===== config.mk =====
export PLATFORM = sky130hd
export DESIGN_NAME = cmd_frame_builder
export DESIGN_NICKNAME = d
export VERILOG_FILES = /design/src/rtl/cmd_frame_pkg.sv /design/src/rtl/cmd_frame_builder_crc.sv /design/src/rtl/cmd_frame_builder.sv
export SDC_FILE = /design/constraint.sdc
export NUM_CORES = 1
export LEC_CHECK = 0
export ABC_AREA = 1
export ABC_CLOCK_PERIOD_IN_PS = 2100
export CORE_ASPECT_RATIO = 0.8
export CORE_MARGIN = 8
export CORE_UTILIZATION = 48
export CTS_BUF_LIST = sky130_fd_sc_hd__clkbuf_4 sky130_fd_sc_hd__clkbuf_8
export DETAILED_ROUTE_END_ITERATION = 10
export PLACE_DENSITY_LB_ADDON = 0.2
export SYNTH_ARGS = -nofsm -noshare
export SYNTH_HDL_FRONTEND = slang
export SYNTH_HIERARCHICAL = 1
export SYNTH_SLANG_ARGS = --single-unit

===== constraint.sdc =====
create_clock -name clk -period 2.1 [get_ports clk]
set_input_delay 0.315 -clock clk [delete_from_list [all_inputs] [get_ports clk]]
set_output_delay 0.315 -clock clk [all_outputs]
set_load 0.01 [all_outputs]

===== src/rtl/cmd_frame_pkg.sv =====
// Shared definitions for the command frame builder: frame geometry,
// preamble constants, field bit offsets, FSM state encoding and the
// frame assembly helper used by the top level.
package cmd_frame_pkg;

   localparam int FRAME_LEN = 58;
   localparam int ENTRY_W   = 12;
   localparam int CRC_W     = 16;

   localparam int PRE1_W = 23;
   localparam int PRE2_W = 6;
   localparam logic [PRE1_W-1:0] PRE1 = 23'h00E2E9;
   localparam logic [PRE2_W-1:0] PRE2 = 6'h10;

   // Frame bit positions
   localparam int PRE1_LSB   = 35;
   localparam int DIR_N_BIT  = 34;
   localparam int DIR_BIT    = 33;
   localparam int PRE2_LSB   = 27;
   localparam int SECTOR_MSB = 26;
   localparam int GAIN_MSB   = 19;
   localparam int CRC_LSB    = 0;

   // Memory entry field positions
   localparam int ENTRY_DIR_BIT    = 11;
   localparam int ENTRY_SECTOR_LSB = 4;
   localparam int ENTRY_SECTOR_W   = 7;
   localparam int ENTRY_GAIN_LSB   = 0;
   localparam int ENTRY_GAIN_W     = 4;

   typedef enum logic [1:0] {
      ST_IDLE = 2'd0,
      ST_CRC  = 2'd1,
      ST_HOLD = 2'd2
   } state_t;

   // Sector and gain are sent LSB-first, so both fields are bit-reversed
   // when placed into the frame.
   function automatic logic [FRAME_LEN-1:0] build_frame(
      input logic [ENTRY_W-1:0] entry,
      input logic [CRC_W-1:0]   crc
   );
      logic [FRAME_LEN-1:0] f;
      f = '0;
      f[PRE1_LSB +: PRE1_W] = PRE1;
      f[DIR_N_BIT]          = ~entry[ENTRY_DIR_BIT];
      f[DIR_BIT]            = entry[ENTRY_DIR_BIT];
      f[PRE2_LSB +: PRE2_W] = PRE2;
      for (int k = 0; k < ENTRY_SECTOR_W; k++) begin
         f[SECTOR_MSB - k] = entry[ENTRY_SECTOR_LSB + k];
      end
      for (int k = 0; k < ENTRY_GAIN_W; k++) begin
         f[GAIN_MSB - k] = entry[ENTRY_GAIN_LSB + k];
      end
      f[CRC_LSB +: CRC_W] = crc;
      return f;
   endfunction

endpackage


===== src/rtl/cmd_frame_builder_crc.sv =====
// Bit-serial CRC-16 engine: load to CRC_INIT, then absorb one message bit
// per shift, MSB-first. Polynomial has the x^16 term implicit.
module crc16_serial #(
   parameter logic [15:0] CRC_POLY = 16'h1021,
   parameter logic [15:0] CRC_INIT = 16'h0000
) (
   input  logic        clk,
   input  logic        rst_n,
   input  logic        load,
   input  logic        shift,
   input  logic        bit_in,
   output logic [15:0] crc_value
);

   logic [15:0] crc_q;
   logic        fb;

   assign fb        = crc_q[15] ^ bit_in;
   assign crc_value = crc_q;

   // CRC register: load wins over shift so a new frame always starts clean
   always_ff @(posedge clk or negedge rst_n) begin
      if (!rst_n) begin
         crc_q <= CRC_INIT;
      end else if (load) begin
         crc_q <= CRC_INIT;
      end else if (shift) begin
         crc_q <= {crc_q[14:0], 1'b0} ^ (fb ? CRC_POLY : 16'h0000);
      end
   end

endmodule


===== src/rtl/cmd_frame_builder.sv =====
// Command frame builder: accepts a 12-bit memory entry, runs a 12-cycle
// bit-serial CRC over it and presents a 58-bit command frame until the
// downstream Manchester stage takes it.
// Optional feature macro: CMD_FRAME_CNT_EN enables the delivered-frame
// counter on frame_cnt; without it frame_cnt is tied to zero.
module cmd_frame_builder
   import cmd_frame_pkg::*;
#(
   parameter logic [15:0] CRC_POLY = 16'h1021,
   parameter logic [15:0] CRC_INIT = 16'h0000
) (
   input  logic                 clk,
   input  logic                 rst_n,
   input  logic                 flush,
   input  logic                 in_valid,
   input  logic [ENTRY_W-1:0]   in_entry,
   output logic                 in_ready,
   output logic                 out_valid,
   input  logic                 out_ready,
   output logic [FRAME_LEN-1:0] frame_data,
   output logic                 busy,
   output logic [15:0]          frame_cnt
);

   state_t             state_q, state_d;
   logic [ENTRY_W-1:0] entry_q;
   logic [3:0]         bit_cnt_q;
   logic [3:0]         bit_idx;
   logic               accept;
   logic               crc_shift;
   logic               crc_bit;
   logic               deliver;
   logic [CRC_W-1:0]   crc_value;

   // Entry bits are fed MSB first: bit 11 on the first CRC cycle, bit 0 last
   assign bit_idx = 4'd11 - bit_cnt_q;
   assign crc_bit = entry_q[bit_idx];

   // A flush on the handshake cycle drops the frame, so it is not a delivery
   assign deliver = out_valid & out_ready & ~flush;

   crc16_serial #(
      .CRC_POLY (CRC_POLY),
      .CRC_INIT (CRC_INIT)
   ) u_crc (
      .clk       (clk),
      .rst_n     (rst_n),
      .load      (accept),
      .shift     (crc_shift),
      .bit_in    (crc_bit),
      .crc_value (crc_value)
   );

   // FSM state register
   always_ff @(posedge clk or negedge rst_n) begin
      if (!rst_n) begin
         state_q <= ST_IDLE;
      end else begin
         state_q <= state_d;
      end
   end

   // Next state and handshake outputs; in_ready is masked by flush so that a
   // flush in IDLE never coincides with an accepted entry
   always_comb begin
      state_d   = state_q;
      in_ready  = 1'b0;
      out_valid = 1'b0;
      busy      = 1'b1;
      accept    = 1'b0;
      crc_shift = 1'b0;
      case (state_q)
         ST_IDLE: begin
            busy     = 1'b0;
            in_ready = ~flush;
            if (in_valid && !flush) begin
               accept  = 1'b1;
               state_d = ST_CRC;
            end
         end
         ST_CRC: begin
            crc_shift = 1'b1;
            if (bit_cnt_q == 4'd11) begin
               state_d = ST_HOLD;
            end
         end
         ST_HOLD: begin
            out_valid = 1'b1;
            if (out_ready) begin
               state_d = ST_IDLE;
            end
         end
         default: begin
            state_d = ST_IDLE;
         end
      endcase
      if (flush) begin
         state_d = ST_IDLE;
      end
   end

   // Entry latch and bit counter for the serial CRC pass
   always_ff @(posedge clk or negedge rst_n) begin
      if (!rst_n) begin
         entry_q   <= '0;
         bit_cnt_q <= 4'd0;
      end else if (accept) begin
         entry_q   <= in_entry;
         bit_cnt_q <= 4'd0;
      end else if (crc_shift) begin
         bit_cnt_q <= bit_cnt_q + 4'd1;
      end
   end

   assign frame_data = out_valid ? build_frame(entry_q, crc_value) : '0;

`ifdef CMD_FRAME_CNT_EN
   logic [15:0] frame_cnt_q;

   // Delivered-frame counter, wraps naturally at 16 bits
   always_ff @(posedge clk or negedge rst_n) begin
      if (!rst_n) begin
         frame_cnt_q <= 16'h0000;
      end else if (deliver) begin
         frame_cnt_q <= frame_cnt_q + 16'h0001;
      end
   end

   assign frame_cnt = frame_cnt_q;
`else
   logic unused_deliver;
   assign unused_deliver = deliver;
   assign frame_cnt      = 16'h0000;
`endif

endmodule


* Yosys cells after proc, flatten, opt, wreduce, memory -nomap -nowiden
Cells that the tools add are included.
** Storage, ports and cells
- Bits in registers :: 34
- Bits of input ports :: 17
- Output and inout port bits :: 77
- Word-level logic and storage cells :: 41
** Cells by class
- Add/subtract/negate cells :: 2
- $lt $le $gt $ge :: 1
- Equality and inequality tests :: 6
- Mux-type cells :: 19
- Bitwise logic cells :: 4
- Reductions and logical operators :: 5
** Operators with widths (number)
- $mux W51 :: 1
- $mux W16 :: 2
- $xor A16 B16 Y16 :: 1
- $mux W13 :: 1
- $ne A3 B3 Y1 const B :: 3
- $mux W2 :: 4
- $mux W4 :: 2
- $mux W1 :: 7
- $pmux W2 S3 :: 1
- $lt A4 B5 Y1 const B :: 1
- $add A4 B1 Y4 const B :: 1
- $bmux W1 S4 :: 1
- $eq A4 B4 Y1 const B :: 1
- $sub A4 B4 Y4 const A :: 1
- $reduce_and A3 Y1 :: 1
- $eq A2 B1 Y1 const B :: 1
- $eq A2 B2 Y1 const B :: 1
- $logic_not A2 Y1 :: 1
- $not A1 Y1 :: 2
- $reduce_bool A2 Y1 :: 1
- $logic_and A1 B1 Y1 :: 1
- $logic_not A1 Y1 :: 1
- $xor A1 B1 Y1 :: 1

* Depth between registers and ports, before layout
Gate-level depths: netlist (run 1).
- Depth in word-level cells :: 8
- Gate-level depth with buffers :: 13
- Mapped depth without buffers :: 12

* By module
Netlist (run 1), hierarchy kept.
** Modules (own cells, without submodules)
- cmd_frame_builder :: instances 1, cells each 215, area an instance 1581.5 µm², sequential area each 450.4 µm²
- crc16_serial :: instances 1, cells each 69, area an instance 719.4 µm², sequential area each 400.4 µm²

* Worst setup path after synthesis (run 1)
OpenSTA, ideal clock, no wires.
- Path kind :: register to output
- Start :: reg state_q[0]
- End :: out frame_data[10]
- Data arrival time :: 1.133 ns
- Required time :: 1.785 ns
- Slack :: 0.652 ns
- Cell stages (with the launch flop) :: 6
- Buffers on the path :: 2
- Cells stage by stage :: dfrtp_1 nor2_4 inv_2 buf_6 buf_12 nor2_4
** On the way
- Cells in the longest elaborated chain, start to end :: 3
** Ends and longest elaborated chain
- from (decl) :: RTL line cmd_frame_builder.sv:25 : state_t state_q, state_d;
- from (signal assigned) :: RTL line cmd_frame_builder.sv:59 : state_q <= state_d;
- $eq A2 B2 Y1 :: RTL line cmd_frame_builder.sv:72 : case (state_q)
- $mux W1 :: RTL line cmd_frame_builder.sv:72
- via out_valid :: RTL line cmd_frame_builder.sv:18 : output logic out_valid,
- $mux W51 :: RTL line cmd_frame_builder.sv:115 : assign frame_data = out_valid ? build_frame(entry_q, crc_value) : '0;
- to (decl) :: RTL line cmd_frame_builder.sv:20 : output logic [FRAME_LEN-1:0] frame_data,
The timed path passes the listed nets, and every way through them passes these cells.

* Final worst setup path (run 1)
- Start :: reg state_q[0]
- End :: out frame_data[16]
** On the way
- Cells in the longest elaborated chain, start to end :: 3
** Ends and longest elaborated chain (RTL line)
- $eq A2 B2 Y1 :: cmd_frame_builder.sv:72
- $mux W1 :: cmd_frame_builder.sv:72
- $mux W51 :: cmd_frame_builder.sv:115
Every way passes these cells.

==> metrics, run 1 <==
Vias 1742; Tot GR Track Use 12.4%; Final TNS setup 0 ps; Initial Util 50.1%; Register-to-Register Setup Slack 480 ps; clk root buf clkbuf_8; cell area after synthesis 2300 um2; hold-fix buffers at CTS 0; Mapped Cells 284; sequential area share after synthesis 37.0%; Yosys warnings 6; Compound-Gate Fraction of Synth Area 10.8%; Finish-stage setup viols 0; port buffer count 58; Post-synth EDFFs 0; NumNets Final 353; ranking of synthesized cells by area dfrtp_1, buf_4, inv_1; Synth-to-Final Area Change 22.6%; # fillers 436; initial antenna violation count 0; clock tree buffer depth 2; Fmax 497 MHz; crit path buf inv count 2; Crit Path Class reg -> out; clock-pin slew on the worst setup and hold paths 70 ps; Synth async-reset ratio 100%; Worst R2R Start bit_cnt_q[0]; most frequent cell after synthesis inv_1; crit-path max cell delay 550 ps; simple-gate area share of the yosys netlist 22.2%; drt wl/cell 11.5 um; Yosys reg bits 34; RSZ-0062 raised after global routing false; Lkg Pwr 0.00137 uW; setup repair bufs after CTS 0; Multi-input gate area 933 um2; Layout Utilization 61.4%; Inserted Clock Buffers 5; core footprint 4600 um2; post-layout min period 2010 ps; endpoints failing hold 0; CP arrival 1700 ps; routability cong. 0.776; Clock Latency Late Sink 280 ps; list of most frequent post-synthesis cells inv_1, buf_4, nand2_1, dfrtp_1, nor2_1; number of cells on the worst reg-to-reg path 11; Adder-Cell Fraction of Synth Area 1.09%; crit share post-route 95.9%; predominant post-synthesis flop cell dfrtp_1; first-pass GRT wire length 7320 um; Die W 93.4 um; pin count of the biggest net entering global routing 35; Crit. End Element primary output; CP top delay family buffers and inverters; Slew Viols, Final 0; power density over cell area 1140 nW/um2; Synth top area share 37.0%; mux share of post-synthesis cell area 0.435%; Post-Synth XOR/XNOR Area 0.381%; Die Footprint 7280 um2; DRC viols 0; status completed; largest family of logic cells by synthesized area buffers and inverters; chip height 77.9 um; reg-to-reg endpoint u_crc/crc_value[5]; crit-path cells nor2_4 > inv_8 > nor2_1 > clkdlybuf4s50_1; total global routing overflow 0; CTS sink count 34; HPWL after DPL 3530 um; crit path launch type register; CTS tree yes; Crit path required time 1780 ps; row cnt 22; Ant. Diodes 0; First-pass DRT Iterations 6; Critical-path top delay cell clkdlybuf4s50_1; crit-path max FO 29; antenna-violating nets left 0; IO Pins 94; number of global-route vias before repair 1549; synth unique cells 24; Synth Area per Inst 8.10 um2; Starting DRT DRC Count 73; maximum vdd drop 0.605 mV; area leader, netlist dfrtp_1; via/cell ratio 4.41; clock skew 3.43 ps; layout cell share with drive strength beyond 1 13.1%; final WL 4540 um; MaxCap Viol Count 0; Register Area 852 um2; Setup crit start state_q[0]; Worst Hold Class in -> async; CTS H-Tree Depth 2
-- what timing repair did --
action	in CTS	in global routing
resized for setup	2	8
setup endpoints to repair	29	16
endpoints found under the hold margin	0	0
-- registers in the layout, indices dropped and copies added (netlist names) --
register,count
u_crc/crc_value,16
state_q,2
bit_cnt_q,4
entry_q,12
-- power by group --
part           leakage, uW  internal [uW]  switching (uW)
Combinational     0.000868            668             952
Sequential        0.000446            889             161
Clock            0.0000575            331             229
Total              0.00137           1890            1340
-- final cells by class --
type / count / share of cell area (%)
sequential: 34 / 30.2
multi-input combinational: 173 / 33.1
tap: 60 / 2.66
timing repair buffer: 62 / 22.2
clock buffer: 8 / 3.90
inverter: 58 / 7.98
-- logic make-up (layout without fill, tap and decap cells) --
group | Yosys count | count (layout)
buf+inv | 111 | 128
simple gates | 100 | 100
compound gates | 34 | 34
flops | 34 | 34
fa+ha+maj | 2 | 2
other cells | 1 | 35
xor+xnor | 1 | 1
mux | 1 | 1
-- how the worst max path moves through the flow --
stage / end / cells past startpoint
floorplan: frame_data[10] / 5
global placement: frame_data[17] / 5
detailed placement: frame_data[25] / 5
CTS: frame_data[25] / 4
global route: frame_data[14] / 5
finish: frame_data[16] / 4
-- routing by layer --
metal | share of wire, % | up-vias | track usage [%]
met1 | 46 | 764 | 16.5
met4 | 1.1 | 0 | 4.82
met3 | 13 | 5 | 5.29
met5 | 0 | - | 0
li1 | - | 882 | -
met2 | 40 | 91 | 17.3
-- worst register-to-register path, stage by stage, from the launching register on --
cell,delay [ps]
dfrtp_1,540
inv_1,170
a21oi_1,140
o21ai_0,80
nand2_1,60
nand2_1,40
nand2_1,90
inv_1,60
nand2_1,90
nand3_1,80
nand3_1,100
nand2_1,50
-- placed cells by master, fill, tap and decap left out --
cell,synthesis,routed
nand3_1,16,16
inv_1,53,53
clkbuf_8,0,8
o22ai_2,10,10
nand2_1,45,45
nor2_2,3,3
nor3_1,1,1
xnor2_1,1,1
inv_8,0,1
nor2_8,1,1
dfrtp_1,34,33
nor2_1,22,22
o21ai_1,12,12
o21ai_0,7,7
mux2i_1,1,1
dlymetal6s2s_1,0,6
buf_4,46,4
o22ai_1,2,2
inv_2,5,4
ha_1,2,2
nand2_4,1,1
conb_1,1,35
clkdlybuf4s50_1,0,52
a21oi_1,3,3
nor2_4,11,11
dfrtp_2,0,1
-- stage by stage --
stage          instances  setup WS (ps)  cell area, um2  total power (uW)  hold WS, ps
2_1_floorplan        318            652            2430              2320         19.4
5_1_grt              395           3.95            2820              3490          464
3_3_place_gp         387           99.4            2690              2660          472
3_5_place_dp         387           58.2            2690              2680          493
6_report             395           86.2            2820              3230          431
4_1_cts              395           20.0            2800              3270          447
No activity file was read; power rests on OpenSTA's default activity.
==> run 2, diff against run 1 <==
--- a/config.mk
+++ b/config.mk
@@ -7,6 +7,7 @@
 export LEC_CHECK = 0
 export ABC_AREA = 1
 export ABC_CLOCK_PERIOD_IN_PS = 2100
+export CAP_MARGIN = 5
 export CORE_ASPECT_RATIO = 0.8
 export CORE_MARGIN = 8
 export CORE_UTILIZATION = 48
==> results of run 2 <==
Final layout, timing and power as in run 1 (identical DEF).
